## config.mk

```make
export PLATFORM = sky130hd
export DESIGN_NAME = mem_xfer_ctrl
export DESIGN_NICKNAME = d
export VERILOG_FILES = /design/src/rtl/mem_xfer_pkg.sv /design/src/rtl/xfer_dly.sv /design/src/rtl/mem_xfer_ctrl.sv
export SDC_FILE = /design/constraint.sdc
export NUM_CORES = 1
export LEC_CHECK = 0
export CORE_MARGIN = 4
export CORE_UTILIZATION = 53
export CTS_BUF_LIST = sky130_fd_sc_hd__clkbuf_8
export DETAILED_ROUTE_END_ITERATION = 10
export PLACE_DENSITY = 0.86
export SYNTH_ARGS = -nofsm -noshare
export SYNTH_HDL_FRONTEND = slang
export SYNTH_SLANG_ARGS = --single-unit
```

## constraint.sdc

```tcl
create_clock -name clock -period 2.3 [get_ports clock]
set_input_delay 0.23 -clock clock [delete_from_list [all_inputs] [get_ports clock]]
set_output_delay 0.23 -clock clock [all_outputs]
set_load 0.01 [all_outputs]
```

## src/rtl/mem_xfer_pkg.sv

```systemverilog
// mem_xfer_pkg: shared definitions for the memory-transfer sequencer.
//   - xfer_state_e : sequencer states (IDLE, READ, DRAIN, DONE)
//   - AW_DEF       : default address width of memories A and B
//   - ALU_LAT_MAX  : largest supported ALU latency
//   - XFER_CNT_W   : width of the optional write counter (XFER_CNT_EN)
package mem_xfer_pkg;

   localparam int unsigned AW_DEF      = 4;
   localparam int unsigned ALU_LAT_MAX = 4;
   localparam int unsigned XFER_CNT_W  = 16;

   typedef enum logic [1:0] {
      ST_IDLE  = 2'd0,
      ST_READ  = 2'd1,
      ST_DRAIN = 2'd2,
      ST_DONE  = 2'd3
   } xfer_state_e;

endpackage

```

## src/rtl/xfer_dly.sv

```systemverilog
// xfer_dly: strobe shift register used to align sequencer strobes with the
// memory A read latency and the ALU latency.
//   clock : rising-edge clock
//   flush : synchronous clear of every stage (abort/reset)
//   din   : strobe bits entering stage 0
//   taps  : all stages; taps[k] is din delayed by k+1 cycles
module xfer_dly #(
   parameter int unsigned DEPTH = 2,
   parameter int unsigned WIDTH = 2
) (
   input  logic                         clock,
   input  logic                         flush,
   input  logic [WIDTH-1:0]             din,
   output logic [DEPTH-1:0][WIDTH-1:0]  taps
);

   always_ff @(posedge clock) begin
      if (flush) begin
         taps <= '0;
      end else begin
         taps[0] <= din;
         for (int i = 1; i < int'(DEPTH); i++) begin
            taps[i] <= taps[i-1];
         end
      end
   end

endmodule

```

## src/rtl/mem_xfer_ctrl.sv

```systemverilog
// mem_xfer_ctrl: sequencer for the memory A -> ALU -> memory B transfer path.
// Issues memory A reads, tags operand pairs for the ALU and raises memory B
// write strobes aligned to the ALU latency. Holds no datapath.
//   clock, reset       : rising-edge clock, synchronous active-high reset
//   start, abort       : host handshake (start sampled in IDLE only)
//   len, src_base,
//   dst_base           : transfer descriptor, latched on an accepted start
//   rdA_en, rdA_addr   : memory A read strobe / address
//   alu_vld, alu_first : word at the ALU input / first word of a pair
//   wrB_en, wrB_addr   : memory B write strobe / address
//   busy, done         : status; done is a one-cycle completion pulse
//   xfer_cnt           : saturating count of wrB_en pulses (only with
//                        XFER_CNT_EN defined)
// ALU_LAT must lie in 1..ALU_LAT_MAX.
module mem_xfer_ctrl
   import mem_xfer_pkg::*;
#(
   parameter int unsigned AW      = AW_DEF,
   parameter int unsigned ALU_LAT = 1
) (
   input  logic                  clock,
   input  logic                  reset,
   input  logic                  start,
   input  logic                  abort,
   input  logic [AW:0]           len,
   input  logic [AW-1:0]         src_base,
   input  logic [AW-1:0]         dst_base,
   output logic                  rdA_en,
   output logic [AW-1:0]         rdA_addr,
   output logic                  alu_vld,
   output logic                  alu_first,
   output logic                  wrB_en,
   output logic [AW-1:0]         wrB_addr,
   output logic                  busy,
   output logic                  done
`ifdef XFER_CNT_EN
   ,
   output logic [XFER_CNT_W-1:0] xfer_cnt
`endif
);

   xfer_state_e   state_q, state_d;
   logic [AW:0]   len_q, len_d;
   logic [AW:0]   rd_cnt_q, rd_cnt_d;
   logic [AW-1:0] src_q, src_d;
   logic [AW-1:0] dst_q, dst_d;
   logic [AW-1:0] wr_cnt_q, wr_cnt_d;
   logic          phase_q, phase_d;

   logic                    flush;
   logic                    pending;
   logic                    rd_last;
   logic [1:0]              dly_in;
   logic [ALU_LAT:0][1:0]   taps;   // bit 0: word valid, bit 1: write strobe

   assign rdA_en    = (state_q == ST_READ);
   assign alu_vld   = taps[0][0];
   assign alu_first = alu_vld & phase_q;
   assign wrB_en    = taps[ALU_LAT][1];
   assign busy      = (state_q != ST_IDLE);
   assign done      = (state_q == ST_DONE);
   assign rdA_addr  = rdA_en ? (src_q + rd_cnt_q[AW-1:0]) : '0;
   assign wrB_addr  = wrB_en ? (dst_q + wr_cnt_q) : '0;

   // Odd-indexed reads are the second word of a pair and produce a write.
   assign dly_in  = {rdA_en & rd_cnt_q[0], rdA_en};
   assign flush   = reset | (abort & ((state_q == ST_READ) | (state_q == ST_DRAIN)));
   assign rd_last = (rd_cnt_q == (len_q - (AW+1)'(1)));

   xfer_dly #(
      .DEPTH (ALU_LAT + 1),
      .WIDTH (2)
   ) u_dly (
      .clock (clock),
      .flush (flush),
      .din   (dly_in),
      .taps  (taps)
   );

   // Tracking the valid bit (not just the write bit) keeps DRAIN alive for the
   // unpaired last word of an odd-length transfer. Stage ALU_LAT is the one
   // being output this cycle, so it never holds the FSM back.
   always_comb begin
      pending = 1'b0;
      for (int i = 0; i < int'(ALU_LAT); i++) begin
         pending = pending | taps[i][0];
      end
   end

   logic unused_taps;
   assign unused_taps = ^taps;

   always_comb begin
      state_d  = state_q;
      len_d    = len_q;
      src_d    = src_q;
      dst_d    = dst_q;
      rd_cnt_d = rd_cnt_q;
      wr_cnt_d = wrB_en ? (wr_cnt_q + AW'(1)) : wr_cnt_q;
      phase_d  = alu_vld ? ~phase_q : phase_q;

      case (state_q)
         ST_IDLE: begin
            if (start) begin
               len_d    = len;
               src_d    = src_base;
               dst_d    = dst_base;
               rd_cnt_d = '0;
               wr_cnt_d = '0;
               phase_d  = 1'b1;
               state_d  = (len == '0) ? ST_DONE : ST_READ;
            end
         end
         ST_READ: begin
            rd_cnt_d = rd_cnt_q + (AW+1)'(1);
            if (abort) begin
               state_d = ST_IDLE;
            end else if (rd_last) begin
               state_d = ST_DRAIN;
            end
         end
         ST_DRAIN: begin
            if (abort) begin
               state_d = ST_IDLE;
            end else if (!pending) begin
               state_d = ST_DONE;
            end
         end
         default: begin
            state_d = ST_IDLE;
         end
      endcase
   end

   always_ff @(posedge clock) begin
      if (reset) begin
         state_q  <= ST_IDLE;
         len_q    <= '0;
         src_q    <= '0;
         dst_q    <= '0;
         rd_cnt_q <= '0;
         wr_cnt_q <= '0;
         phase_q  <= 1'b0;
      end else begin
         state_q  <= state_d;
         len_q    <= len_d;
         src_q    <= src_d;
         dst_q    <= dst_d;
         rd_cnt_q <= rd_cnt_d;
         wr_cnt_q <= wr_cnt_d;
         phase_q  <= phase_d;
      end
   end

`ifdef XFER_CNT_EN
   logic [XFER_CNT_W-1:0] xfer_cnt_q;

   always_ff @(posedge clock) begin
      if (reset) begin
         xfer_cnt_q <= '0;
      end else if (wrB_en && (xfer_cnt_q != '1)) begin
         xfer_cnt_q <= xfer_cnt_q + XFER_CNT_W'(1);
      end
   end

   assign xfer_cnt = xfer_cnt_q;
`endif

endmodule

```

==> metrics.txt <==
cell taking the most area after synthesis=dfxtp_1; Crit Path Class=reg2out; CTS root buf=clkbuf_8; HP Start=u_dly.taps[1]$_SDFF_PP0_; Netlist cell types=34; Die X=62.8 µm; First DRT Iteration DRCs=92; Mapped Cells=191; Die Ht=62.8 µm; CTS tree=built; Mapped Nets=224; global-route wire length before repair=6.13 mm; clock slew at reported path FFs=0.10 ns; final core occ=72.2%; Max Clock Skew=0.00688 ns; Ys Warns=0; vias=1356; most used flip-flop cell after synthesis=dfxtp_1; clk buf depth=2; leading post-synthesis cells by cell area=dfxtp_1 (35%), ha_1 (11%), nand2_1 (7.1%); Reg2Reg Launch Point=len_q[0]$_SDFFE_PP0P_; total negative slack=0 ns; wire length per cell=13.9 µm; Final period util=89.4%; number of synthesized flops with an enable pin=0; unrepaired setup endpoints after global routing=false; cells along the critical path=inv_1 > ha_1 > buf_4 > clkdlybuf4s50_1; Max Cap Viol=0; clk sinks=28; area growth from synthesis to layout=27.1%; Critical Path AT=1.83 ns; Required @ worst endpoint=2.07 ns; layout cells sized above 1=9.05%; Global Route Usage Sum=18.9%; Core Footprint=2810 µm²; largest net degree at the start of global routing=19; Startpoint Class=flip-flop; vias in the first global route=1328; Final HPWL DP=2.53 mm; grt ovf=0; Critical-path top delay cell=clkdlybuf4s50_1; number of core rows=19; DRC Markers=0; # Post-CTS Setup Buffers=0; Initial Util=56.8%; slew margin rel.=63.6%; die area=3950 µm²; Skew-Pair Late Insertion Delay=0.28 ns; critical path fanouts, max=9; Post-Layout Inst Area=2030 µm²; CP peak stage delay=0.54 ns; part of the Yosys area used for sequential elements=35.2%; Commonest cells post-synth=nand2_1 (30), dfxtp_1 (28), a21oi_1 (18), inv_1 (15), ha_1 (14); fmax=0.486 GHz; Hold Vio Cnt, Final=0; clock buffer count from CTS=3; fillcell total=202; Port Buffers=30; Yosys reg bits=28; H-Tree Depth=1; Place WS=0.209 ns; Pwr Density=778 nW/µm²; Worst Hold Class=reg2reg; post-synth top area share=35.2%; leakage power=0.922 nW; count leader, synth=nand2_1; DRT Wirelength=3.51 mm; Worst Tran Pin Value=0.545 ns; crit end category=primary output; vias per cell=5.38; Routed Antenna Nets=0; Syn Area/Cell=8.35 µm²; asr flop ratio synth=0%; status=complete, no violations; Inserted Diodes=0; drt first pass iters=4; setup ws final=0.244 ns; crit path launch=state_q[1]$_SDFFE_PP0P_; RePlAce Congestion=0.808; Final Setup Violations=0; max-slew violation count=0; Layout Nets=255; Worst VDD drop=0.434 mV; placement-stage cell area=1930 µm²; post-route minimum period=2.06 ns; post-synthesis instance area=1590 µm²; I/O Pins=31; initial antenna violation count=0
[flip-flops by register name (all words and copies together), names as in the netlist]
register	flops
len_q	5
rd_cnt_q	5
dst_q	4
src_q	4
wr_cnt_q	4
u_dly.taps	3
state_q	2
phase_q	1
[worst max-delay path: cells and delay by family, from the launching register on]
kind,cells,cell delay [ns]
flip-flops,1,0.34
buffers and inverters,3,0.85
adder cells (fa/ha/maj),1,0.36
[path summary, 6_finish.rpt]
| check | depth (start not counted) | slack [ns] | end |
|---|---|---|---|
| worst min register to register | 1 | 0.44 | u_dly.taps[3]$_SDFF_PP0_ |
| worst min-delay path | 1 | 0.44 | u_dly.taps[3]$_SDFF_PP0_ |
| worst max-delay path | 4 | 0.24 | rdA_en |
| worst max register to register | 7 | 0.33 | state_q[0]$_SDFFE_PP0P_ |
[timing repair]
action	CTS	global route
endpoints found under the setup margin	5	5
endpoints found under the hold margin	0	0
resized for setup	7	8
hold buffers	0	0
[cell usage in the layout (no fill, tap or decap), drive strengths merged, types with 2 or more instances in the layout]
master,n
a22oi,3
fa,2
nand3,3
nor2,11
xnor2,10
clkbuf,3
nor3,6
a21o,2
and2,10
nand4,2
inv,15
ha,14
nor2b,4
and3,3
mux2i,2
o21ai,3
and2b,2
nand2,30
buf,4
o31ai,2
dlymetal6s2s,5
a21oi,18
dfxtp,28
xor2,4
clkdlybuf4s50,24
[metrics by stage]
stage               cells  hold slack, ns  total power, W
floorplan             191           0.366        0.000988
global placement      248           0.417         0.00118
detailed placement    248           0.425         0.00119
CTS                   252           0.449         0.00158
global route          252           0.479         0.00167
finish                252           0.444         0.00158
[layer usage]
| layer | global-route usage (%) | up-vias | share of wire (%) |
|---|---|---|---|
| met3 | 3.78 | 4 | 6.4 |
| met4 | 5.23 | 0 | 0.77 |
| met2 | 32.5 | 40 | 46 |
| li1 | - | 696 | - |
| met5 | 0 | - | 0 |
| met1 | 23.9 | 616 | 47 |
[area by class of cell]
class / count / area, µm² / share of cell area, %
inverters: 15 / 56.3 / 2.78
repair buffers: 34 / 342 / 16.9
well taps: 31 / 38.8 / 1.91
clock inverters: 1 / 30.0 / 1.48
clock buffers: 3 / 41.3 / 2.04
flip-flops and latches: 28 / 573 / 28.3
multi-input cells: 140 / 945 / 46.6
[kinds of logic after synthesis]
family | Yosys count | share of synthesized area, %
xor+xnor | 14 | 7.69
fa+ha+maj | 16 | 13.5
mux | 2 | 1.26
compound gates | 34 | 14.0
buf+inv | 23 | 5.81
flops | 28 | 35.2
simple gates | 74 | 22.6
[where the power goes]
group          total [W]  internal [W]  switching [W]  leakage, nW
logic           0.000580      0.000258       0.000322        0.655
registers       0.000611      0.000551      0.0000595        0.232
clock network   0.000386      0.000233       0.000153       0.0357
Power figures use the tool's default switching activity.
